--- src/rtl/sqrt_arbiter.sv ---
// sqrt_arbiter: round-robin front end that shares one iterative square-root
// engine between two requesters. Only one operation is in flight at a time.
// A watchdog aborts an operation whose engine never reports a result.

module sqrt_arbiter #(
  parameter int TIMEOUT_CYC  = 255,
  parameter int DEFAULT_ITER = 16
) (
  input  logic        clk,
  input  logic        rst,
  input  logic [1:0]  req_valid,
  input  logic [31:0] req_din0,
  input  logic [31:0] req_din1,
  input  logic [4:0]  req_iter0,
  input  logic [4:0]  req_iter1,
  output logic [1:0]  req_ack,
  output logic        res_valid,
  output logic        res_id,
  output logic [15:0] res_dout,
  output logic        res_timeout,
  output logic        eng_start,
  output logic        eng_vldin,
  output logic [31:0] eng_din,
  output logic [4:0]  eng_iter,
  input  logic [15:0] eng_dout,
  input  logic        eng_ready,
  input  logic        eng_busy
);

  // Timer counts WAIT cycles; it expires on the last allowed WAIT cycle so
  // that WAIT lasts at most TIMEOUT_CYC cycles.
  localparam int TMR_W      = (TIMEOUT_CYC < 2) ? 1 : $clog2(TIMEOUT_CYC + 1);
  localparam int TMR_LAST_I = (TIMEOUT_CYC > 1) ? (TIMEOUT_CYC - 1) : 0;
  localparam logic [TMR_W-1:0] TMR_LAST = TMR_W'(TMR_LAST_I);
  localparam logic [TMR_W-1:0] TMR_ONE  = TMR_W'(1);
  localparam logic [4:0]       DEF_ITER = DEFAULT_ITER[4:0];

  typedef enum logic [1:0] {
    IDLE  = 2'd0,
    ISSUE = 2'd1,
    WAIT  = 2'd2,
    DONE  = 2'd3
  } state_t;

  // A request with iter=0 asks for the default iteration count.
  function automatic logic [4:0] eff_iter(input logic [4:0] iter);
    return (iter == 5'd0) ? DEF_ITER : iter;
  endfunction

  // Ack pattern for the chosen requester.
  function automatic logic [1:0] ack_onehot(input logic id);
    return id ? 2'b10 : 2'b01;
  endfunction

  state_t            state_r, state_s;
  logic              last_r, last_s;       // requester granted most recently
  logic              lat_id_r, lat_id_s;   // owner of the in-flight operation
  logic [TMR_W-1:0]  timer_r, timer_s;
  logic [1:0]        req_ack_r, req_ack_s;
  logic              res_valid_r, res_valid_s;
  logic              res_id_r, res_id_s;
  logic [15:0]       res_dout_r, res_dout_s;
  logic              res_timeout_r, res_timeout_s;
  logic              eng_start_r, eng_start_s;
  logic [31:0]       eng_din_r, eng_din_s;
  logic [4:0]        eng_iter_r, eng_iter_s;

  logic              grant_id_s;
  logic              take_s;
  logic              hit_s;
  logic              expire_s;

  // Round-robin pick: on a tie the requester not granted last wins.
  always_comb begin
    grant_id_s = 1'b0;
    if (req_valid == 2'b11) begin
      grant_id_s = ~last_r;
    end else if (req_valid == 2'b10) begin
      grant_id_s = 1'b1;
    end else begin
      grant_id_s = 1'b0;
    end
  end

  // FSM events: accept a request, engine result, watchdog expiry.
  // A result arriving on the expiry cycle wins over the timeout.
  always_comb begin
    take_s   = (state_r == IDLE) && (req_valid != 2'b00) && !eng_busy;
    hit_s    = (state_r == WAIT) && eng_ready;
    expire_s = (state_r == WAIT) && !eng_ready && (timer_r == TMR_LAST);
  end

  // State register.
  always_ff @(posedge clk or posedge rst) begin
    if (rst) begin
      state_r <= IDLE;
    end else begin
      state_r <= state_s;
    end
  end

  // Next-state logic.
  always_comb begin
    state_s = state_r;
    case (state_r)
      IDLE: begin
        if (take_s) begin
          state_s = ISSUE;
        end else begin
          state_s = IDLE;
        end
      end
      ISSUE: begin
        state_s = WAIT;
      end
      WAIT: begin
        if (hit_s || expire_s) begin
          state_s = DONE;
        end else begin
          state_s = WAIT;
        end
      end
      DONE: begin
        state_s = IDLE;
      end
      default: begin
        state_s = IDLE;
      end
    endcase
  end

  // Next values of outputs and datapath; pulses default low, the rest hold.
  always_comb begin
    last_s        = last_r;
    lat_id_s      = lat_id_r;
    timer_s       = timer_r;
    req_ack_s     = 2'b00;
    res_valid_s   = 1'b0;
    res_id_s      = res_id_r;
    res_dout_s    = res_dout_r;
    res_timeout_s = res_timeout_r;
    eng_start_s   = 1'b0;
    eng_din_s     = eng_din_r;
    eng_iter_s    = eng_iter_r;
    case (state_r)
      IDLE: begin
        if (take_s) begin
          req_ack_s  = ack_onehot(grant_id_s);
          lat_id_s   = grant_id_s;
          eng_din_s  = grant_id_s ? req_din1 : req_din0;
          eng_iter_s = grant_id_s ? eff_iter(req_iter1) : eff_iter(req_iter0);
        end else begin
          req_ack_s = 2'b00;
        end
      end
      ISSUE: begin
        eng_start_s = 1'b1;
        timer_s     = {TMR_W{1'b0}};
      end
      WAIT: begin
        if (hit_s) begin
          res_valid_s   = 1'b1;
          res_id_s      = lat_id_r;
          res_dout_s    = eng_dout;
          res_timeout_s = 1'b0;
        end else if (expire_s) begin
          res_valid_s   = 1'b1;
          res_id_s      = lat_id_r;
          res_dout_s    = 16'd0;
          res_timeout_s = 1'b1;
        end else begin
          timer_s = timer_r + TMR_ONE;
        end
      end
      DONE: begin
        last_s = lat_id_r;
      end
      default: begin
        last_s = last_r;
      end
    endcase
  end

  // Output and datapath registers; reset clears everything and prefers requester 0.
  always_ff @(posedge clk or posedge rst) begin
    if (rst) begin
      last_r        <= 1'b1;
      lat_id_r      <= 1'b0;
      timer_r       <= {TMR_W{1'b0}};
      req_ack_r     <= 2'b00;
      res_valid_r   <= 1'b0;
      res_id_r      <= 1'b0;
      res_dout_r    <= 16'd0;
      res_timeout_r <= 1'b0;
      eng_start_r   <= 1'b0;
      eng_din_r     <= 32'd0;
      eng_iter_r    <= 5'd0;
    end else begin
      last_r        <= last_s;
      lat_id_r      <= lat_id_s;
      timer_r       <= timer_s;
      req_ack_r     <= req_ack_s;
      res_valid_r   <= res_valid_s;
      res_id_r      <= res_id_s;
      res_dout_r    <= res_dout_s;
      res_timeout_r <= res_timeout_s;
      eng_start_r   <= eng_start_s;
      eng_din_r     <= eng_din_s;
      eng_iter_r    <= eng_iter_s;
    end
  end

  assign req_ack     = req_ack_r;
  assign res_valid   = res_valid_r;
  assign res_id      = res_id_r;
  assign res_dout    = res_dout_r;
  assign res_timeout = res_timeout_r;
  assign eng_start   = eng_start_r;
  assign eng_vldin   = eng_start_r;
  assign eng_din     = eng_din_r;
  assign eng_iter    = eng_iter_r;

endmodule

--- config.mk ---
export PLATFORM = sky130hd
export DESIGN_NAME = sqrt_arbiter
export DESIGN_NICKNAME = d
export VERILOG_FILES = /design/src/rtl/sqrt_arbiter.sv
export SDC_FILE = /design/constraint.sdc
export NUM_CORES = 1
export LEC_CHECK = 0
export ABC_AREA = 1
export ABC_CLOCK_PERIOD_IN_PS = 3900
export CORE_MARGIN = 8
export CORE_UTILIZATION = 40
export DETAILED_ROUTE_END_ITERATION = 8
export PLACE_DENSITY = 0.9
export SLEW_MARGIN = 20
export SYNTH_ARGS = -nofsm -noshare
export SYNTH_HDL_FRONTEND = slang
export SYNTH_SLANG_ARGS = --single-unit
--- constraint.sdc ---
create_clock -name clk -period 3.9 [get_ports clk]
set_clock_uncertainty 0.15 [all_clocks]
set_input_delay 0.975 -clock clk [delete_from_list [all_inputs] [get_ports clk]]
set_output_delay 0.975 -clock clk [all_outputs]
set_load 0.01 [all_outputs]
==> flow_summary.json <==
{
  "drt-vias-per-instance": 4.97,
  "hp-class": "reg2reg",
  "synth_top_area_share_pct": 54.0,
  "slowest_stage": "clkdlybuf4s50_1",
  "syn_area_mm2": 0.00324,
  "rsz0062_at_grt": "no",
  "path_class": "in2reg",
  "start_util_pct": 40.3,
  "cp_max_fo": 20,
  "grt_max_degree": 41,
  "setup_viol": 0,
  "worstPathRequired_ns": 3.98,
  "cts_max_level": 3,
  "syn_avg_cell_area_um2": 8.43,
  "firstDrtPassIters": 4,
  "tightestPinTransition_ns": 0.820,
  "die_y_um": 106,
  "layout-drive-gt1-share_pct": 6.09,
  "post_cts_buffers": 0,
  "crit_chain": "clkdlybuf4s50_1 -> buf_4 -> nor2_2 -> nand3_2 -> nand2_1 -> nor2_1 -> nand2_1 -> nand2_1",
  "path_common_cell": "nand2_1",
  "wire_per_inst_um": 14.9,
  "power_density_mw_per_mm2": 653,
  "cts_resized": 0,
  "ir_drop_mv": 0.374,
  "ys_ff_latch": 71,
  "cts_tree": "built",
  "routed_wl_um": 9620,
  "max_stage_delay_ns": 0.41,
  "ant_nets": 0,
  "startpoint_type": "primary input",
  "area_growth_pct": 55.9,
  "io_pins": 156,
  "yosysTopAreaCell": "dfrtp_1",
  "diodes": 0,
  "clkTransAtPathRegs_ns": 0.08,
  "gp_congestion": 0.803,
  "coreArea_mm2": 0.00805,
  "hold_violations": 0,
  "grt.total_usage_pct": 17.2,
  "status": "completed",
  "ys_types": 24,
  "fin_crit_ns": 2.48,
  "synth_nets": 488,
  "cts_buffers": 9,
  "dpl.hpwl_um": 7420,
  "multiInputGateArea_mm2": 0.00126,
  "leakagePower_uw": 0.00234,
  "syn_inst": 385,
  "endpoint_kind": "flip-flop",
  "relSlewSlack_pct": 45.2,
  "cap_violations": 0,
  "drtIter0Drc": 119,
  "final_nets": 640,
  "clkLatencyLatePin_ns": 0.34,
  "io_buffer_count": 155,
  "fmax_ghz": 0.403,
  "cts_num_sinks": 71,
  "ys_top_cells_by_area": "dfrtp_1 54%, nand2_1 18%, nand3_1 11%, ha_1 2.7%, inv_1 2.3%",
  "finalMaxSlewViolations": 0,
  "yosys_warnings": 0,
  "arrival_ns": 2.56,
  "grt-ovfl-total": 0,
  "setup_tns_ns": 0,
  "holdBufCountCts": 0,
  "synth_seq_area_share_pct": 54.8,
  "total_power_uw": 3300,
  "seqCellArea_mm2": 0.00178,
  "root_buffer": "clkbuf_8",
  "ctsLongestPathBuffers": 2,
  "fillers": 646,
  "grt_pass1_wl_um": 16000,
  "routed-via-count": 3215,
  "drc": 0,
  "die_x_um": 106,
  "fin_crit_sh_pct": 63.7,
  "die_area_mm2": 0.0112,
  "rows": 33,
  "grt_pass1_vias": 3307,
  "antenna_found_initial": 0
}
worst max-delay path, delay by kind of cell:
| kind | cells | cell delay [ns] |
|---|---|---|
| buffers and inverters | 2 | 0.62 |
| and+or+nand+nor | 6 | 0.96 |
metrics by stage:
step | hold slack (ns) | std cells | area, um2 | util (%) | setup WS [ns]
6_report | 0.345 | 647 | 5060 | 62.8 | 1.42
5_1_grt | 0.354 | 647 | 5060 | 62.8 | 1.29
4_1_cts | 0.339 | 647 | 5060 | 62.8 | 1.43
3_5_place_dp | 0.317 | 631 | 4850 | 60.3 | 1.05
3_3_place_gp | 0.324 | 631 | 4850 | 60.3 | 1.13
2_1_floorplan | 0.315 | 385 | 3240 | - | 0.980
placed cells by master (no fill, tap or decap), drive strengths merged:
master and count:
a21o 1, a21oi 5, a31o 1, buf 5, bufinv 1, clkbuf 10
clkdlybuf4s50 155, clkinv 2, clkinvlp 2, dfrtp 70, dfstp 1, ha 7
inv 22, nand2 156, nand3 77, nand4 1, nor2 16, o211ai 2
o21ai 6, o21bai 2
area by class of cell:
| type | instances | share of cell area (%) |
|---|---|---|
| Sequential cell | 71 | 35.2 |
| Timing Repair Buffer | 160 | 31.7 |
| Multi-Input combinational cell | 274 | 25.0 |
| Clock buffer | 10 | 2.72 |
| Inverter | 21 | 1.56 |
| Clock inverter | 6 | 1.34 |
| Tap cell | 105 | 2.60 |
power breakdown:
part           internal (uW)  switching, uW  total, uW
Combinational            783            701       1480
Sequential              1050            181       1230
Clock                    315            276        591
per-layer routing:
metal / track usage (%) / vias up / wire length [um]
met1: 19.7 / 1515 / 3840
met4: 6.73 / 0 / 200
met3: 7.50 / 18 / 989
met2: 28.0 / 147 / 4600
li1: - / 1535 / -
met5: 0 / - / 0
cell usage after synthesis:
master / number
buf_6: 3
a21o_1: 1
o21ai_0: 6
nand3_1: 74
nand3_4: 1
nand2_2: 1
nor2_1: 13
nand4_1: 1
buf_2: 7
a31o_2: 1
a21oi_1: 4
ha_1: 7
nand2_1: 155
a21oi_2: 1
inv_2: 1
o211ai_1: 2
dfstp_2: 1
nor2_2: 3
dfrtp_1: 70
buf_4: 6
o21bai_1: 2
inv_1: 20
nand3_2: 2
clkbuf_1: 3
registers in the layout (all words and copies together) (netlist names):
signal	cells
res_timeout	1
res_dout	16
res_id	1
lat_id_r	1
eng_iter	5
eng_start	1
state_r	2
res_valid	1
eng_din	32
timer_r	8
last_r	1
req_ack	2
worst paths after layout:
check                                     to  cells past startpoint   startpoint  slack, ns
worst min-delay path             res_timeout                      2  res_timeout       0.34
worst max register to register    timer_r[5]                     10   state_r[0]       1.67
max in group asynchronous        eng_din[13]                      3          rst       1.97
worst max-delay path              timer_r[5]                      8    eng_ready       1.42
min in group asynchronous       res_dout[10]                      2          rst       0.97
worst min register to register   res_timeout                      2  res_timeout       0.34
kinds of logic (layout without fill, tap and decap cells):
group                      count (synthesis)  in the layout  share of synthesized area [%]
AOI/OAI and AO/OA                         17             17                           3.24
adders and majority gates                  7              7                           2.70
buffers and inverters                     40            197                           6.29
DFF                                       71             71                           54.8
and+or+nand+nor                          250            250                           33.0
No activity file was read; power rests on OpenSTA's default activity.
==> edit 1 (config.mk and constraints unchanged) <==
Change the parameter `DEFAULT_ITER` from 16 to 12.
--- a/src/rtl/sqrt_arbiter.sv
+++ b/src/rtl/sqrt_arbiter.sv
@@ -4,7 +4,7 @@
 
 module sqrt_arbiter #(
   parameter int TIMEOUT_CYC  = 255,
-  parameter int DEFAULT_ITER = 16
+  parameter int DEFAULT_ITER = 12
 ) (
   input  logic        clk,
   input  logic        rst,
Function: changed (a bounded check fails within 4 cycles, from zero or initial values and one cycle with rst high).
==> edit 1 against the original RTL <==
  * Setup slack got worse by 0.16 ns
  * Power decreased by 0.94%
  * Die area increased by 0.98%
  * Via count increased by 0.78%
  * Final area increased by 0.15%
  * Sequential power about the same
  * Register-to-register slack got worse by 0.42 ns
  * Sequential share of layout area decreased by 0.052 points
  * Sequential cell count unchanged
  * Synthesized cell count increased by 2.1%
  * Fmax decreased by 6.2%
  * Synthesized area increased by 1.2%
  * Wire length increased by 4.1%
  * First-iteration DRC count increased by 75%
==> edit 1: results (changes against the original RTL) <==
* Highest Clock Rate at 0.3777 GHz (-6.2%)
* Reg2reg setup slack at 1.25 ns (-0.42 ns)
* Synth top area cells: dfrtp_1 53%, nand2_1 18%, nand3_1 12%, ha_1 2.7%, inv_1 2.6%
* Final Wtd Congestion at 0.8149 (+1.4%)
* Max_slew headroom at 40.07% (-5.2 points)
* FILL cells at 691 (+7.0%)
* Vias per cell at 4.954 (-0.30%)
* Status: finished clean
* Leakage Power at 2.354 nW (+0.56%)
* DP Area at 0.004880 mm² (+0.57%)
* Sequential fraction of the synthesis area at 54.17% (-0.63 points)
* Syn nets at 496 (+1.6%)
* Final WL at 10.01 mm (+4.1%)
* HPWL Detailed at 7.558 mm (+1.8%)
* Vias in the first global route at 3,356 (+1.5%)
* Nets@finish at 647 (+1.1%)
* Synth Area in Adders at 2.669% (-0.031 points)
* Pre-CTS setup slack at 1.012 ns (-0.03352 ns)
* Netlist cell types at 23 (-4.2%)
* 1st-iter DRT viols at 208 (+75%)
* Synth top cells by count: 159 x nand2_1, 77 x nand3_1, 70 x dfrtp_1, 23 x inv_1, 13 x nor2_1
* VDD IR max at 0.3069 mV (-18%)
* Data arrival time of the critical path at 2.73 ns (+0.17 ns)
* Synth Area in Compound Gates at 2.478% (-0.76 points)
* Average size of a mapped cell at 8.351 µm² (-0.90%)
* Slowest CP cell: ha_1
[edit 1: power by group]
part	switching, mW	internal (mW)	total [mW]	leakage, nW
sequential	0.182	1.05	1.23	0.892
combinational	0.705	0.786	1.49	1.37
clock	0.310	0.243	0.553	0.0888
[edit 1: layer usage]
layer | wire (µm) | GRT usage, % | vias up | part of all wire [%]
met1 | 3947 | 20.22 | 1535 | 39
met2 | 4862 | 28.95 | 147 | 49
met5 | 0 | 0 | - | 0
met4 | 148 | 6.030 | 0 | 1.5
met3 | 1056 | 7.738 | 10 | 11
li1 | - | - | 1548 | -
[edit 1: area by class of cell]
cell class | instances | area (µm²) | area share (%)
repair buffers | 159 | 1607 | 31.72
well taps | 105 | 131.4 | 2.594
inverters | 24 | 90.09 | 1.779
flip-flops and latches | 71 | 1778 | 35.10
clock inverters | 7 | 61.31 | 1.210
clock buffers | 9 | 123.9 | 2.446
multi-input cells | 279 | 1274 | 25.15
==> edit 2 (config.mk and constraints unchanged) <==
Made on the original files. Take the reset off `res_dout_r` and load it in a clocked block of its own.
--- a/src/rtl/sqrt_arbiter.sv
+++ b/src/rtl/sqrt_arbiter.sv
@@ -190,7 +190,6 @@
       req_ack_r     <= 2'b00;
       res_valid_r   <= 1'b0;
       res_id_r      <= 1'b0;
-      res_dout_r    <= 16'd0;
       res_timeout_r <= 1'b0;
       eng_start_r   <= 1'b0;
       eng_din_r     <= 32'd0;
@@ -202,12 +201,15 @@
       req_ack_r     <= req_ack_s;
       res_valid_r   <= res_valid_s;
       res_id_r      <= res_id_s;
-      res_dout_r    <= res_dout_s;
       res_timeout_r <= res_timeout_s;
       eng_start_r   <= eng_start_s;
       eng_din_r     <= eng_din_s;
       eng_iter_r    <= eng_iter_s;
     end
+  end
+
+  always_ff @(posedge clk) begin
+    res_dout_r <= res_dout_s;
   end
 
   assign req_ack     = req_ack_r;
Check against the original RTL: differs if rst is asserted again (counterexample within 4 cycles, from zero or initial values and one cycle with rst high); with rst held inactive, the same outputs for 10 cycles.
==> edit 2 against the original RTL <==
  * Final area is essentially flat
  * Synthesized area shrank 1.7%
  * First-iteration DRC count is the same
  * Wire length grew 0.24%
  * Cell count shrank 3.7%
  * Critical path type unchanged
  * Sequential cell count is the same
  * Fmax grew 0.43%
  * Utilization grew 2.6 points
  * Power shrank 3.5%
  * Setup slack gained 0.011 ns
  * Synthesized cell count shrank 6.0%
  * Worst hold slack gained 0.0070 ns
==> edit 2: results (changes against the original RTL) <==
* Worst path top cell family by delay: buffers and inverters
* Pre-CTS setup slack at 1.067 ns (+0.02166 ns)
* GR Util All Layers at 17.15% (-0.090 points)
* Vias in the first global route at 3,153 (-4.7%)
* Synth top cells by count: 136 x nand2_1, 54 x dfrtp_1, 45 x nand3_1, 31 x inv_1, 29 x nor2_1
* Final Wtd Congestion at 0.7776 (-3.2%)
* Post-route insts no fill at 623 (-3.7%)
* Synth top area cells: dfrtp_1 42%, nand2_1 16%, edfxtp_1 15%, nand3_1 7.1%, inv_1 3.6%
* Share of cells above drive strength 1 at 5.566% (-0.52 points)
* Port bufs at 155 (unchanged)
* Largest net degree at the start of global routing at 56 (+37%)
* Data arrival time of the critical path at 2.28 ns (-0.28 ns)
* First-pass GRT wire length at 15.45 mm (-3.4%)
* Sequential fraction of the synthesis area at 58.24% (+3.4 points)
* Ys async rst share at 77.46% (-23 points)
* RR Endpoint: res_dout[7]
* FF-to-FF path depth at 6 (-4)
* WL per Instance at 15.48 µm (+4.1%)
* Clock Pin Slew Worst Setup and Hold Paths at 0.07 ns
* Comb pwr share at 39.6% (-5.3 points)
* Syn nets at 465 (-4.7%)
* Count of flip-flops with a built-in enable after synthesis at 16 (+16)
* HPWL Detailed at 7.403 mm (-0.25%)
* Netlist cell types at 25 (+4.2%)
* Cells after Synth at 362 (-6.0%)
* DP Area at 0.004803 mm² (-1.0%)
* CP Max Fanout at 20 (unchanged)
* Hold wc startpoint: eng_din[11]
* Switch share at 32.04% (-3.1 points)
* Max_slew headroom at 51.61% (+6.4 points)
* Ys Warns at 0 (unchanged)
* Slowest CP cell: nand2_1
* Worst hold path endpoint: eng_din[11]
* NetSw at 1.021 mW (-12%)
* Reg2reg setup slack at 1.53 ns (-0.14 ns)
* Placed Instances at 607 (-3.8%)
* Post-CTS Setup Inserts at 0 (unchanged)
* Worst Hold Margin at 0.3515 ns (+0.006959 ns)
* N_diodes at 0 (unchanged)
* Maxcap violations at 0 (unchanged)
* Status: finished clean
* VDD IR max at 0.2985 mV (-20%)
* Leakage Power at 2.255 nW (-3.6%)
* Worst hold path type: flip-flop to flip-flop
* DR vias at 2,983 (-7.2%)
* Worst stage delay on the critical path at 0.56 ns (+0.15 ns)
* Worst-Skew Late Latency at 0.33 ns
[edit 2: cell types whose count changed in the layout (fill, tap and decap cells not counted), sizes merged, moves of 10 or more]
cell | unedited run | this run
dfrtp | 70 | 54
nand3 | 77 | 48
nand2 | 156 | 136
nor2 | 16 | 30
edfxtp | 0 | 16
inv | 22 | 32
[edit 2: worst reg2reg max path: cells and delay by family (launching register included)]
kind / cells / cell delay (ns)
adder cells (fa/ha/maj): 1 / 0.39
buffers and inverters: 2 / 0.19
flip-flops: 1 / 0.42
AND/OR/NAND/NOR: 3 / 0.86
[edit 2: cell type report]
type                       count  area [µm²]
clock buffer                  13       158.9
clock inverter                 3       90.09
fill                         615        2675
inverter                      32       120.1
multi-input combinational    243        1104
sequential                    71        1858
tap                          102       127.6
timing repair buffer         159        1594
[edit 2: worst max-delay path by stage]
stage | to | start | slack, ns | depth (start not counted)
after floorplan | eng_din[0] | rst | 1.43 | 1
after global placement | res_dout[5] | eng_ready | 1.13 | 4
after detailed placement | res_dout[7] | eng_ready | 1.07 | 4
after CTS | res_dout[7] | eng_ready | 1.42 | 4
after global routing | state_r[0] | eng_ready | 1.32 | 6
final | res_dout[7] | eng_ready | 1.43 | 4
[edit 2: cell families (layout without fill, tap and decap cells)]
| kind of cell | count (synthesis) | after routing | share of synthesized area (%) |
|---|---|---|---|
| AO/OA/AOI/OAI | 19 | 19 | 3.608 |
| adder cells (fa/ha/maj) | 7 | 7 | 2.745 |
| buffers and inverters | 48 | 207 | 7.176 |
| flip-flops | 71 | 71 | 58.24 |
| AND/OR/NAND/NOR | 217 | 217 | 28.24 |
[edit 2: per-layer routing]
layer  routed length [µm]  track usage (%)
met1                 3958            19.15
met5                    0                0
met4                  157            7.136
met3                  791            6.395
met2                 4740            28.87
